## src/rtl/uart_pkg.sv

```systemverilog
// Shared constants and entry layout for the UART receive word path.
package uart_pkg;

  localparam logic [7:0]  ERR_FILL_DEF = 8'hEE;
  localparam int unsigned DEF_WORD_W   = 16;

  // Queue entry layout at the default geometry; err sits above the word.
  typedef struct packed {
    logic                  err;
    logic [DEF_WORD_W-1:0] word;
  } fifo_entry_t;

endpackage

```

## src/rtl/sync_fifo.sv

```systemverilog
// Show-ahead synchronous FIFO: head is valid whenever not empty, zero when empty.
module sync_fifo #(
  parameter  int unsigned WIDTH = 17,
  parameter  int unsigned DEPTH = 4,
  localparam int unsigned CNT_W = $clog2(DEPTH + 1),
  localparam int unsigned PTR_W = (DEPTH > 1) ? $clog2(DEPTH) : 1
) (
  input  logic             clk,
  input  logic             rst_b,
  input  logic             push,
  input  logic [WIDTH-1:0] push_data,
  input  logic             pop,
  output logic [WIDTH-1:0] head,
  output logic             empty,
  output logic             full,
  output logic [CNT_W-1:0] count
);

  logic [WIDTH-1:0] mem [DEPTH];
  logic [PTR_W-1:0] wr_ptr;
  logic [PTR_W-1:0] rd_ptr;
  logic             do_push;
  logic             do_pop;

  function automatic logic [PTR_W-1:0] ptr_inc(input logic [PTR_W-1:0] p);
    return (p == PTR_W'(DEPTH - 1)) ? '0 : p + PTR_W'(1);
  endfunction

  assign empty   = (count == '0);
  assign full    = (count == CNT_W'(DEPTH));
  assign do_pop  = pop && !empty;
  // A pop frees the head slot on the same edge, so a full FIFO still accepts.
  assign do_push = push && (!full || do_pop);
  assign head    = empty ? '0 : mem[rd_ptr];

  always_ff @(posedge clk or negedge rst_b) begin
    if (!rst_b) begin
      wr_ptr <= '0;
      rd_ptr <= '0;
      count  <= '0;
      for (int i = 0; i < DEPTH; i++) mem[i] <= '0;
    end else begin
      if (do_push) begin
        mem[wr_ptr] <= push_data;
        wr_ptr      <= ptr_inc(wr_ptr);
      end
      if (do_pop) rd_ptr <= ptr_inc(rd_ptr);
      if (do_push && !do_pop)      count <= count + CNT_W'(1);
      else if (do_pop && !do_push) count <= count - CNT_W'(1);
    end
  end

endmodule

```

## src/rtl/uart_rx_word_buffer.sv

```systemverilog
// Assembles WORDS received characters into one word, substitutes error words,
// and queues results in a show-ahead FIFO with sticky error/overflow status.
module uart_rx_word_buffer
  import uart_pkg::*;
#(
  parameter  int unsigned        DATA_W   = 8,
  parameter  int unsigned        WORDS    = 2,
  parameter  int unsigned        DEPTH    = 4,
  parameter  logic [DATA_W-1:0]  ERR_FILL = DATA_W'(ERR_FILL_DEF),
  localparam int unsigned        WORD_W   = DATA_W * WORDS,
  localparam int unsigned        CNT_W    = $clog2(DEPTH + 1)
) (
  input  logic              clk,
  input  logic              reset,
  input  logic [DATA_W-1:0] data_in,
  input  logic              valid,
  input  logic              PERROR,
  input  logic              FERROR,
  input  logic              out_ready,
  input  logic              clear_err,
  output logic [WORD_W-1:0] out,
  output logic              out_valid,
  output logic              out_err,
  output logic [CNT_W-1:0]  count,
  output logic              overflow,
  output logic              perr_sticky,
  output logic              ferr_sticky
);

  typedef struct packed {
    logic              err;
    logic [WORD_W-1:0] word;
  } entry_t;

  logic              char_err;
  logic              last_char;
  logic              push_req;
  logic              pop;
  logic              fifo_full;
  logic              fifo_empty;
  logic [WORD_W-1:0] assembled;
  entry_t            push_entry;
  entry_t            head_entry;

  assign char_err        = PERROR || FERROR;
  assign push_req        = valid && (char_err || last_char);
  assign push_entry.err  = char_err;
  assign push_entry.word = char_err ? {WORDS{ERR_FILL}} : assembled;
  assign pop             = out_valid && out_ready;

  generate
    if (WORDS > 1) begin : g_assemble
      localparam int unsigned PART_W = DATA_W * (WORDS - 1);
      localparam int unsigned IDX_W  = $clog2(WORDS);
      logic [PART_W-1:0] partial;
      logic [IDX_W-1:0]  idx;

      assign last_char = (idx == IDX_W'(WORDS - 1));
      assign assembled = {partial, data_in};

      // An errored character abandons the partial word as well as itself.
      always_ff @(posedge clk or negedge reset) begin
        if (!reset) begin
          partial <= '0;
          idx     <= '0;
        end else if (valid) begin
          if (char_err || last_char) begin
            partial <= '0;
            idx     <= '0;
          end else begin
            partial <= PART_W'({partial, data_in});
            idx     <= idx + IDX_W'(1);
          end
        end
      end
    end else begin : g_single
      assign last_char = 1'b1;
      assign assembled = data_in;
    end
  endgenerate

  sync_fifo #(
    .WIDTH (WORD_W + 1),
    .DEPTH (DEPTH)
  ) u_fifo (
    .clk       (clk),
    .rst_b     (reset),
    .push      (push_req),
    .push_data (push_entry),
    .pop       (pop),
    .head      (head_entry),
    .empty     (fifo_empty),
    .full      (fifo_full),
    .count     (count)
  );

  assign out       = head_entry.word;
  assign out_err   = head_entry.err;
  assign out_valid = !fifo_empty;

  // Setting events take priority over clear_err in the same cycle.
  always_ff @(posedge clk or negedge reset) begin
    if (!reset) begin
      overflow    <= 1'b0;
      perr_sticky <= 1'b0;
      ferr_sticky <= 1'b0;
    end else begin
      if (push_req && fifo_full && !pop) overflow <= 1'b1;
      else if (clear_err)                overflow <= 1'b0;
      if (valid && PERROR)               perr_sticky <= 1'b1;
      else if (clear_err)                perr_sticky <= 1'b0;
      if (valid && FERROR)               ferr_sticky <= 1'b1;
      else if (clear_err)                ferr_sticky <= 1'b0;
    end
  end

endmodule

```

## config.mk

```make
export PLATFORM = sky130hd
export DESIGN_NAME = uart_rx_word_buffer
export DESIGN_NICKNAME = d
export VERILOG_FILES = /design/src/rtl/uart_pkg.sv /design/src/rtl/sync_fifo.sv /design/src/rtl/uart_rx_word_buffer.sv
export SDC_FILE = /design/constraint.sdc
export NUM_CORES = 1
export LEC_CHECK = 0
export BUFFER_PORTS_ARGS = -buffer_cell sky130_fd_sc_hd__buf_4
export CAP_MARGIN = 20
export CORE_MARGIN = 1.5
export CORE_UTILIZATION = 64
export DETAILED_ROUTE_END_ITERATION = 6
export PLACE_DENSITY_LB_ADDON = 0.12
export SLEW_MARGIN = 15
export SYNTH_ARGS = -nofsm -noshare
export SYNTH_HDL_FRONTEND = slang
export SYNTH_SLANG_ARGS = --single-unit
```

## constraint.sdc

```tcl
create_clock -name clk -period 3.97 [get_ports clk]
set_clock_uncertainty 0.1 [all_clocks]
set_input_delay 0.5955 -clock clk [delete_from_list [all_inputs] [get_ports clk]]
set_output_delay 0.5955 -clock clk [all_outputs]
set_load 0.02 [all_outputs]
```

==> results.sh, run 1 <==
export IMPL_rsz0062_at_grt="false"
export IMPL_fin_crit_ps=3010
export IMPL_root_buffer="clkbuf_8"
export IMPL_cp_required_ps=3270
export IMPL_relSlewSlack_pct=36.5
export IMPL_finalHoldViolations=0
export IMPL_power_density_mw_per_mm2=787
export IMPL_rr_worst_depth=8
export IMPL_grt_pass1_vias=2538
export IMPL_cts_tree="built"
export IMPL_fin_nets=344
export IMPL_critPathKind="reg2out"
export IMPL_drive_above_1_share_pct=46.2
export IMPL_ant_nets=0
export IMPL_violations="design-rule violations"
export IMPL_rows=29
export IMPL_setup_viol=0
export IMPL_yosysWarningCount=0
export IMPL_grt_overflow=0
export IMPL_final_max_slew_viol_count=0
export IMPL_totalWireLength_um=8130
export IMPL_fin_crit_sh_pct=75.9
export IMPL_fin_tns_setup_ps=0
export IMPL_die_w_um=85.2
export IMPL_pre_cts_ws_ps=1060
export IMPL_drtIter0Drc=112
export IMPL_ys_flop_type="dfrtp_1"
export IMPL_vdd_drop_max_uv=495
export IMPL_fillers=429
export IMPL_cp_arrival_ps=2320
export IMPL_drc=2
export IMPL_syn_to_final_growth_pct=9.80
export IMPL_status="finished, violations left"
export IMPL_antenna_cells=0
export IMPL_synth_cell_types=26
export IMPL_multi_input_area_mm2=0.00194
export IMPL_antenna_found_initial=0
export IMPL_p_leak_nw=2.08
export IMPL_vias=2363
export IMPL_hpwl_um=5160
export IMPL_ff2ff_setup_slack_ps=1320
export IMPL_gp_congestion=0.733
export IMPL_synth_edff_count=0
export IMPL_die_h_um=85.2
export IMPL_cts_htree_levels=3
export IMPL_cts_sinks=87
export IMPL_syn_inst=289
export IMPL_insertion_delay_ps=360
export IMPL_cap_violations=0
export IMPL_fmax_mhz=332
export IMPL_drt_pre_antenna_iters=6
export IMPL_grt_pass1_wl_um=13400
export IMPL_clk_pin_slew_ps=80
export IMPL_hold_path_class="in2async"
export IMPL_seq_area_mm2=0.00218
export IMPL_end_kind="output port"
export IMPL_clk_path_buf_depth=2
export IMPL_cts_buffers=9
export IMPL_core_area_mm2=0.00646
export IMPL_synth_seq_cells=87
export IMPL_async_flop_share_pct=100
export IMPL_die_area_mm2=0.00727
export IMPL_syn_avg_cell_area_um2=15.0
export IMPL_postCtsSetupBuffers=0
export IMPL_cts_hold_buf=0
export IMPL_start_util_pct=67.0
export IMPL_vias_per_cell=5.85
export IMPL_netlist_area_mm2=0.00433
export IMPL_critPathLaunchType="flop"
export IMPL_critical_path_max_fanout=12
export IMPL_wl_per_cell_um=20.1
export IMPL_grt_usage_pct=24.8
export IMPL_setup_ws_ps=958
export IMPL_worstMarginPinSlew_ps=952
export IMPL_grt_max_degree=88
export IMPL_io_pins=39
export IMPL_ys_seq_area_share_pct=50.3
export IMPL_io_buffers=38
export IMPL_synth_nets=311
export IMPL_cts_resized=0
[state kept, by name (all words and copies together), names as in the netlist]
name / flops
ferr_sticky: 1
g_assemble.idx: 1
g_assemble.partial: 8
overflow: 1
perr_sticky: 1
u_fifo.count: 3
u_fifo.mem: 68
u_fifo.rd_ptr: 2
u_fifo.wr_ptr: 2
[critical path, cell delays in order (launching register included)]
cell,delay (ps)
dfrtp_1,720
buf_4,370
mux4_2,520
and2_1,190
buf_4,160
[kinds of logic (layout without fill, tap and decap cells)]
kind of cell	Yosys count	in the layout	share of synthesized area, %
muxes	91	91	31.7
AOI/OAI and AO/OA	11	11	1.53
DFF	87	87	50.3
xor gates and xnor gates	3	3	0.607
buffers and inverters	31	69	4.86
and+or+nand+nor	59	59	8.79
adders and majority gates	7	7	2.20
[final cells by class]
type / instances / area share (%)
Tap cell: 77 / 2.03
Sequential cell: 87 / 45.8
Multi-Input combinational cell: 171 / 40.8
Inverter: 14 / 1.11
Clock buffer: 10 / 2.69
Clock inverter: 6 / 1.29
Timing Repair Buffer: 39 / 6.24
[report_power, final]
group	switching [W]	total [W]	internal [W]	leakage, nW
combinational	0.000688	0.00166	0.000967	1.01
clock	0.000312	0.000601	0.000289	0.0960
sequential	0.000265	0.00148	0.00122	0.975
[layout by cell type, fill, tap and decap left out, drive strengths merged, types with 2 or more instances in the layout]
master	instances
clkbuf	10
and2	19
mux2	73
clkinv	4
xor2	2
dfrtp	87
buf	39
mux4	17
nand2	19
ha	6
inv	14
nor2	6
or3	8
o22ai	9
o21ai	2
nand4	4
[path summary, 6_finish.rpt]
path,from,end
worst max-delay path,u_fifo.rd_ptr[0]$_DFFE_PN0P_,out[6]
worst min-delay path,reset,u_fifo.mem[45]$_DFFE_PN0P_
worst max register to register,u_fifo.count[0]$_DFFE_PN0P_,u_fifo.count[2]$_DFFE_PN0P_
worst min register to register,g_assemble.idx$_DFFE_PN0P_,g_assemble.idx$_DFFE_PN0P_
max in group asynchronous,reset,u_fifo.mem[48]$_DFFE_PN0P_
min in group clk,clear_err,ferr_sticky$_DFFE_PN0P_
[layer usage]
metal	up-vias	GRT usage, %	wire (µm)
met1	1223	35.0	3830
met4	0	9.84	131
met3	14	3.99	207
met2	43	39.1	3960
met5	-	0	0
li1	1083	-	-
[cells in the mapped netlist (2+ instances only)]
| cell | count | area, µm² |
|---|---|---|
| or3_1 | 7 | 43.8 |
| mux2_2 | 31 | 349 |
| mux2_4 | 42 | 631 |
| mux4_2 | 17 | 383 |
| buf_2 | 4 | 20.0 |
| o21ai_0 | 2 | 10.0 |
| and2_1 | 19 | 119 |
| o22ai_1 | 9 | 56.3 |
| dfrtp_1 | 87 | 2180 |
| ha_1 | 6 | 75.1 |
| nor2_1 | 6 | 22.5 |
| nand4_4 | 4 | 85.1 |
| buf_12 | 4 | 80.1 |
| xor2_1 | 2 | 17.5 |
| clkbuf_1 | 5 | 18.8 |
| nand2_1 | 19 | 71.3 |
| inv_1 | 14 | 52.6 |
| buf_6 | 3 | 33.8 |
[through the flow]
step	cell area (µm²)	power, W	cells	hold slack [ps]	utilization, %
after global placement	4560	0.00310	388	365	70.6
final	4750	0.00374	404	168	73.6
after CTS	4750	0.00377	404	327	73.5
after detailed placement	4560	0.00316	388	380	70.6
after global routing	4750	0.00394	404	248	73.6
after floorplan	4330	0.00269	289	200	-
Note: power is estimated with default switching activity, not from simulation.
==> run 2, diff against run 1 <==
- CORE_UTILIZATION: 64 -> 59
- clock period: 3.97 -> 2.8 ns (I/O delays scaled with it)
==> run 2 against run 1 <==
Total power is 46% higher; cell area up 2.7%; count of clock-buffer cells in the layout shrank 1; largest power group unchanged; register-to-register slack got worse by 1000 ps; the flow now finishes without violations; die area increased by 8.2%; clock power rose by 64%; sequential share of layout area decreased by 1.2 points; largest cell class unchanged.
==> results.sh, run 2 (synthesized netlist as in run 1, its figures left out) <==
export IMPL_grt_overflow=0
export IMPL_totalWireLength_um=8260
export IMPL_startpoint="u_fifo.count[0]$_DFFE_PN0P_"
export IMPL_cts_buffers=9
export IMPL_grt_max_degree=50
export IMPL_critPathCapture="u_fifo.count[1]$_DFFE_PN0P_"
export IMPL_critPathLaunchType="flop"
export IMPL_clk_pin_slew_ps=80
export IMPL_finalNonFillerCells=433
export IMPL_p_clk_share_pct=18.0
export IMPL_critPathKind="reg2reg"
export IMPL_path_buf_inv=1
export IMPL_largest_register="u_fifo.mem"
export IMPL_ant_nets=0
export IMPL_switchingPower_w=0.00183
export IMPL_drtIter0Drc=168
export IMPL_hpwl_um=5260
export IMPL_ff2ff_setup_slack_ps=280
export IMPL_clk_path_buf_depth=2
export IMPL_grt_usage_pct=23.6
export IMPL_die_w_um=88.6
export IMPL_p_sw_share_pct=33.5
export IMPL_cp_depth=6
export IMPL_start_util_pct=60.3
export IMPL_rr_startpoint="u_fifo.count[0]$_DFFE_PN0P_"
export IMPL_fillers=535
export IMPL_io_pins=39
export IMPL_slowest_delay_ps=660
export IMPL_antenna_found_initial=0
export IMPL_worstMarginPinSlew_ps=686
export IMPL_multi_input_area_mm2=0.00194
export IMPL_largest_register_ffs=68
export IMPL_io_buffers=38
export IMPL_design_area_mm2=0.00488
export IMPL_cts_htree_levels=3
export IMPL_vias_per_cell=5.48
export IMPL_final_max_slew_viol_count=0
export IMPL_antenna_cells=0
export IMPL_hold_path_class="in2reg"
export IMPL_cap_violations=0
export IMPL_rr_endpoint="u_fifo.count[1]$_DFFE_PN0P_"
export IMPL_top_regs="u_fifo.mem (68), g_assemble.partial (8), u_fifo.count (3)"
export IMPL_cp_arrival_ps=2660
export IMPL_root_buffer="clkbuf_8"
export IMPL_fmax_mhz=396
export IMPL_critical_path_max_fanout=6
export IMPL_relSlewSlack_pct=54.1
export IMPL_cp_required_ps=2940
export IMPL_finalHoldViolations=0
export IMPL_final_common_cell="dfrtp_1"
export IMPL_rr_worst_depth=6
export IMPL_fin_nets=351
export IMPL_crit_family="simple AND/OR/NAND/NOR gates"
export IMPL_cts_resized=0
export IMPL_syn_to_final_growth_pct=12.7
export IMPL_drive_above_1_share_pct=47.3
export IMPL_rows=31
export IMPL_die_area_mm2=0.00786
export IMPL_power_w=0.00548
export IMPL_cellInternalPower_w=0.00364
export IMPL_die_h_um=88.6
export IMPL_fin_tns_setup_ps=0
export IMPL_path_cells="or4b_4 > and3_4 > ha_1 > inv_1 > fa_1 > mux2_2"
export IMPL_rsz0062_at_grt="false"
export IMPL_slowest_stage="or4b_4"
export IMPL_gp_congestion=0.747
export IMPL_grt_pass1_wl_um=13400
export IMPL_postCtsSetupBuffers=0
export IMPL_fin_crit_ps=2520
export IMPL_drc=0
export IMPL_cts_tree="built"
export IMPL_wl_per_cell_um=19.1
export IMPL_seq_area_mm2=0.00218
export IMPL_grt_pass1_vias=2527
export IMPL_drt_pre_antenna_iters=4
export IMPL_vdd_drop_max_uv=537
export IMPL_status="complete, no violations"
export IMPL_fin_crit_sh_pct=90.1
export IMPL_p_comb_share_pct=45.5
export IMPL_power_density_mw_per_mm2=1120
export IMPL_cts_sinks=87
export IMPL_vias=2372
export IMPL_insertion_delay_ps=350
export IMPL_seqPwrFrac_pct=36.5
export IMPL_place_area_mm2=0.00464
export IMPL_p_leak_nw=2.13
export IMPL_core_area_mm2=0.00718
export IMPL_final_cell_mix="87 x dfrtp_1, 44 x buf_4, 42 x mux2_4"
export IMPL_dp_cells=416
export IMPL_end_kind="flop"
export IMPL_setup_viol=0
-- run 2: cell types whose count changed in the layout (fill, tap and decap cells not counted), sizes merged --
cell         previous run  this run
dlygate4sd3             0         1
clkinvlp                1         2
inv                    14        17
buf                    39        45
clkbuf                 10         9
clkinv                  4         0
bufinv                  1         2
-- run 2: metal layers --
| layer | share of wire, % | vias up | track usage [%] |
|---|---|---|---|
| met5 | 0 | - | 0 |
| met3 | 2.7 | 10 | 4.20 |
| met4 | 1.2 | 0 | 6.82 |
| met1 | 47 | 1225 | 33.4 |
| li1 | - | 1101 | - |
| met2 | 49 | 36 | 37.6 |
-- run 2: power groups by stage --
stage          combinational [W]  clock, W  sequential [W]
2_1_floorplan            0.00185         0         0.00197
3_3_place_gp             0.00247         0         0.00199
6_report                 0.00249  0.000984         0.00200
5_1_grt                  0.00269   0.00107         0.00205
3_5_place_dp             0.00251         0         0.00202
4_1_cts                  0.00253   0.00101         0.00199
-- run 2: what timing repair did --
item | 4_1_cts | 5_1_grt
endpoints found under the hold margin | 38 | 0
setup endpoints to repair | 0 | 0
hold buffers | 1 | 0
-- run 2: stage by stage --
stage / setup WS, ps / hold slack [ps] / utilization, %
2_1_floorplan: 290 / 24.4 / -
3_3_place_gp: 315 / 328 / 64.7
3_5_place_dp: 272 / 334 / 64.7
4_1_cts: 276 / 159 / 68.0
5_1_grt: 187 / 166 / 68.0
6_report: 276 / 178 / 68.0
-- run 2: worst min path at each step --
| stage | end | cells after the start | startpoint |
|---|---|---|---|
| 2_1_floorplan | ferr_sticky$_DFFE_PN0P_ | 0 | reset |
| 3_3_place_gp | u_fifo.mem[44]$_DFFE_PN0P_ | 1 | reset |
| 3_5_place_dp | u_fifo.mem[61]$_DFFE_PN0P_ | 1 | reset |
| 4_1_cts | overflow$_DFFE_PN0P_ | 2 | clear_err |
| 5_1_grt | overflow$_DFFE_PN0P_ | 2 | clear_err |
| 6_report | overflow$_DFFE_PN0P_ | 2 | clear_err |
-- run 2: layout make-up --
| cell class | count | area share [%] |
|---|---|---|
| multi-input cells | 171 | 39.8 |
| repair buffers | 46 | 7.38 |
| clock inverters | 7 | 2.08 |
| well taps | 99 | 2.54 |
| inverters | 14 | 1.08 |
| clock buffers | 9 | 2.54 |
| flip-flops and latches | 87 | 44.6 |
==> run 3, diff against run 2 <==
- CTS_BUF_LIST: not set -> sky130_fd_sc_hd__clkbuf_16
==> run 3 against run 2 <==
Via count is 1.2% higher; register-to-register slack about the same; wire length shrank 0.34%; count of clock-buffer cells in the layout did not move; combinational power about the same; final cell count did not move; core utilization rose by 1.4 points; sequential power is essentially flat; sequential share of layout area decreased by 0.91 points; worst setup slack improved by 0.80 ps; non-clock buffer count stayed put; critical path type unchanged; highest routed layer unchanged.
==> results.sh, run 3 (synthesized netlist as in run 1, its figures left out) <==
export IMPL_hold_path_class="in2reg"
export IMPL_critPathLaunchType="flop"
export IMPL_largest_register_ffs=68
export IMPL_grt_overflow=0
export IMPL_cts_tree="built"
export IMPL_status="complete, no violations"
export IMPL_power_w=0.00579
export IMPL_die_area_mm2=0.00786
export IMPL_fillers=524
export IMPL_io_buffers=38
export IMPL_hpwl_um=5260
export IMPL_drt_pre_antenna_iters=4
export IMPL_postCtsSetupBuffers=0
export IMPL_grt_max_degree=50
export IMPL_relSlewSlack_pct=53.7
export IMPL_io_pins=39
export IMPL_fin_util_pct=69.4
export IMPL_gp_congestion=0.747
export IMPL_final_cell_mix="87 x dfrtp_1, 44 x buf_4, 42 x mux2_4"
export IMPL_clk_pin_slew_ps=60
export IMPL_cts_sinks=87
export IMPL_critical_path_max_fanout=6
export IMPL_critPathKind="reg2reg"
export IMPL_grt_pass1_vias=2541
export IMPL_totalWireLength_um=8230
export IMPL_vias_per_cell=5.55
export IMPL_largest_register="u_fifo.mem"
export IMPL_fin_tns_setup_ps=0
export IMPL_insertion_delay_ps=330
export IMPL_cp_arrival_ps=2630
export IMPL_final_common_cell="dfrtp_1"
export IMPL_drtIter0Drc=190
export IMPL_clk_path_buf_depth=2
export IMPL_die_w_um=88.6
export IMPL_antenna_found_initial=0
export IMPL_vdd_drop_max_uv=556
export IMPL_finalHoldViolations=0
export IMPL_fin_crit_sh_pct=90.1
export IMPL_final_max_slew_viol_count=0
export IMPL_die_h_um=88.6
export IMPL_ant_nets=0
export IMPL_p_leak_nw=2.18
export IMPL_rows=31
export IMPL_top_regs="u_fifo.mem (68), g_assemble.partial (8), u_fifo.count (3)"
export IMPL_cp_required_ps=2910
export IMPL_cts_buffers=9
export IMPL_grt_pass1_wl_um=13500
export IMPL_setup_ws_ps=277
export IMPL_fin_nets=351
export IMPL_start_util_pct=60.3
export IMPL_fmax_mhz=396
export IMPL_cap_violations=0
export IMPL_grt_usage_pct=23.7
export IMPL_rsz0062_at_grt="false"
export IMPL_worstMarginPinSlew_ps=691
export IMPL_vias=2401
export IMPL_drive_above_1_share_pct=47.3
export IMPL_fin_crit_ps=2520
export IMPL_hold_ws_ps=202
export IMPL_end_kind="flop"
export IMPL_drc=0
export IMPL_multi_input_area_mm2=0.00194
export IMPL_setup_viol=0
export IMPL_power_density_mw_per_mm2=1160
export IMPL_antenna_cells=0
export IMPL_pre_cts_ws_ps=272
export IMPL_root_buffer="clkbuf_16"
export IMPL_core_area_mm2=0.00718
export IMPL_cts_htree_levels=3
export IMPL_wl_per_cell_um=19.0
export IMPL_syn_to_final_growth_pct=15.1
export IMPL_seq_area_mm2=0.00218
==> run 3: cell types whose count changed in the layout (fill, tap and decap cells not counted) <==
| cell | change |
|---|---|
| clkbuf_16 | +9 |
| clkbuf_8 | -9 |
==> run 3: critical path, stage by stage (launching register included) <==
cell     delay, ps
dfrtp_1        450
or4b_4         660
and3_4         240
ha_1           200
inv_1           70
fa_1           410
mux2_2         270
==> run 3: per-stage QoR <==
step | std cells | area, µm²
2_1_floorplan | 289 | 4330
3_3_place_gp | 416 | 4640
3_5_place_dp | 416 | 4640
4_1_cts | 433 | 4980
5_1_grt | 433 | 4980
6_report | 433 | 4980
==> run 3: path summary, 6_finish.rpt <==
path / start / to / slack [ps] / depth (start not counted)
max: u_fifo.count[0]$_DFFE_PN0P_ / u_fifo.count[1]$_DFFE_PN0P_ / 280 / 6
min: clear_err / overflow$_DFFE_PN0P_ / 200 / 2
max reg2reg: u_fifo.count[0]$_DFFE_PN0P_ / u_fifo.count[1]$_DFFE_PN0P_ / 280 / 6
min reg2reg: g_assemble.idx$_DFFE_PN0P_ / g_assemble.idx$_DFFE_PN0P_ / 380 / 1
max in group asynchronous: reset / u_fifo.mem[37]$_DFFE_PN0P_ / 1460 / 3
min in group asynchronous: reset / u_fifo.mem[61]$_DFFE_PN0P_ / 510 / 2
==> run 3: what timing repair did <==
| action | 4_1_cts | 5_1_grt |
|---|---|---|
| setup endpoints to repair | 0 | 0 |
| hold buffers | 1 | 0 |
| hold endpoints to repair | 38 | 0 |
| gates resized for setup | 0 | 0 |
==> run 3: power breakdown <==
group	internal (W)	switching (W)	leakage, nW
clock network	0.000791	0.000504	0.153
logic	0.00140	0.00109	1.05
registers	0.00173	0.000269	0.975
total	0.00392	0.00187	2.18
==> run 3: final cells by class <==
cell class | instances | share of cell area [%]
Inverter | 14 | 1.06
Clock inverter | 7 | 2.03
Sequential cell | 87 | 43.7
Tap cell | 99 | 2.49
Timing Repair Buffer | 46 | 7.23
Clock buffer | 9 | 4.52
Multi-Input combinational cell | 171 | 39.0
==> run 3: routing by layer <==
metal | up-vias | routed length [µm] | global-route usage (%)
met5 | - | 0 | 0
met4 | 0 | 87 | 8.24
met3 | 9 | 129 | 3.45
met2 | 29 | 4090 | 38.2
met1 | 1249 | 3930 | 33.2
li1 | 1114 | - | -
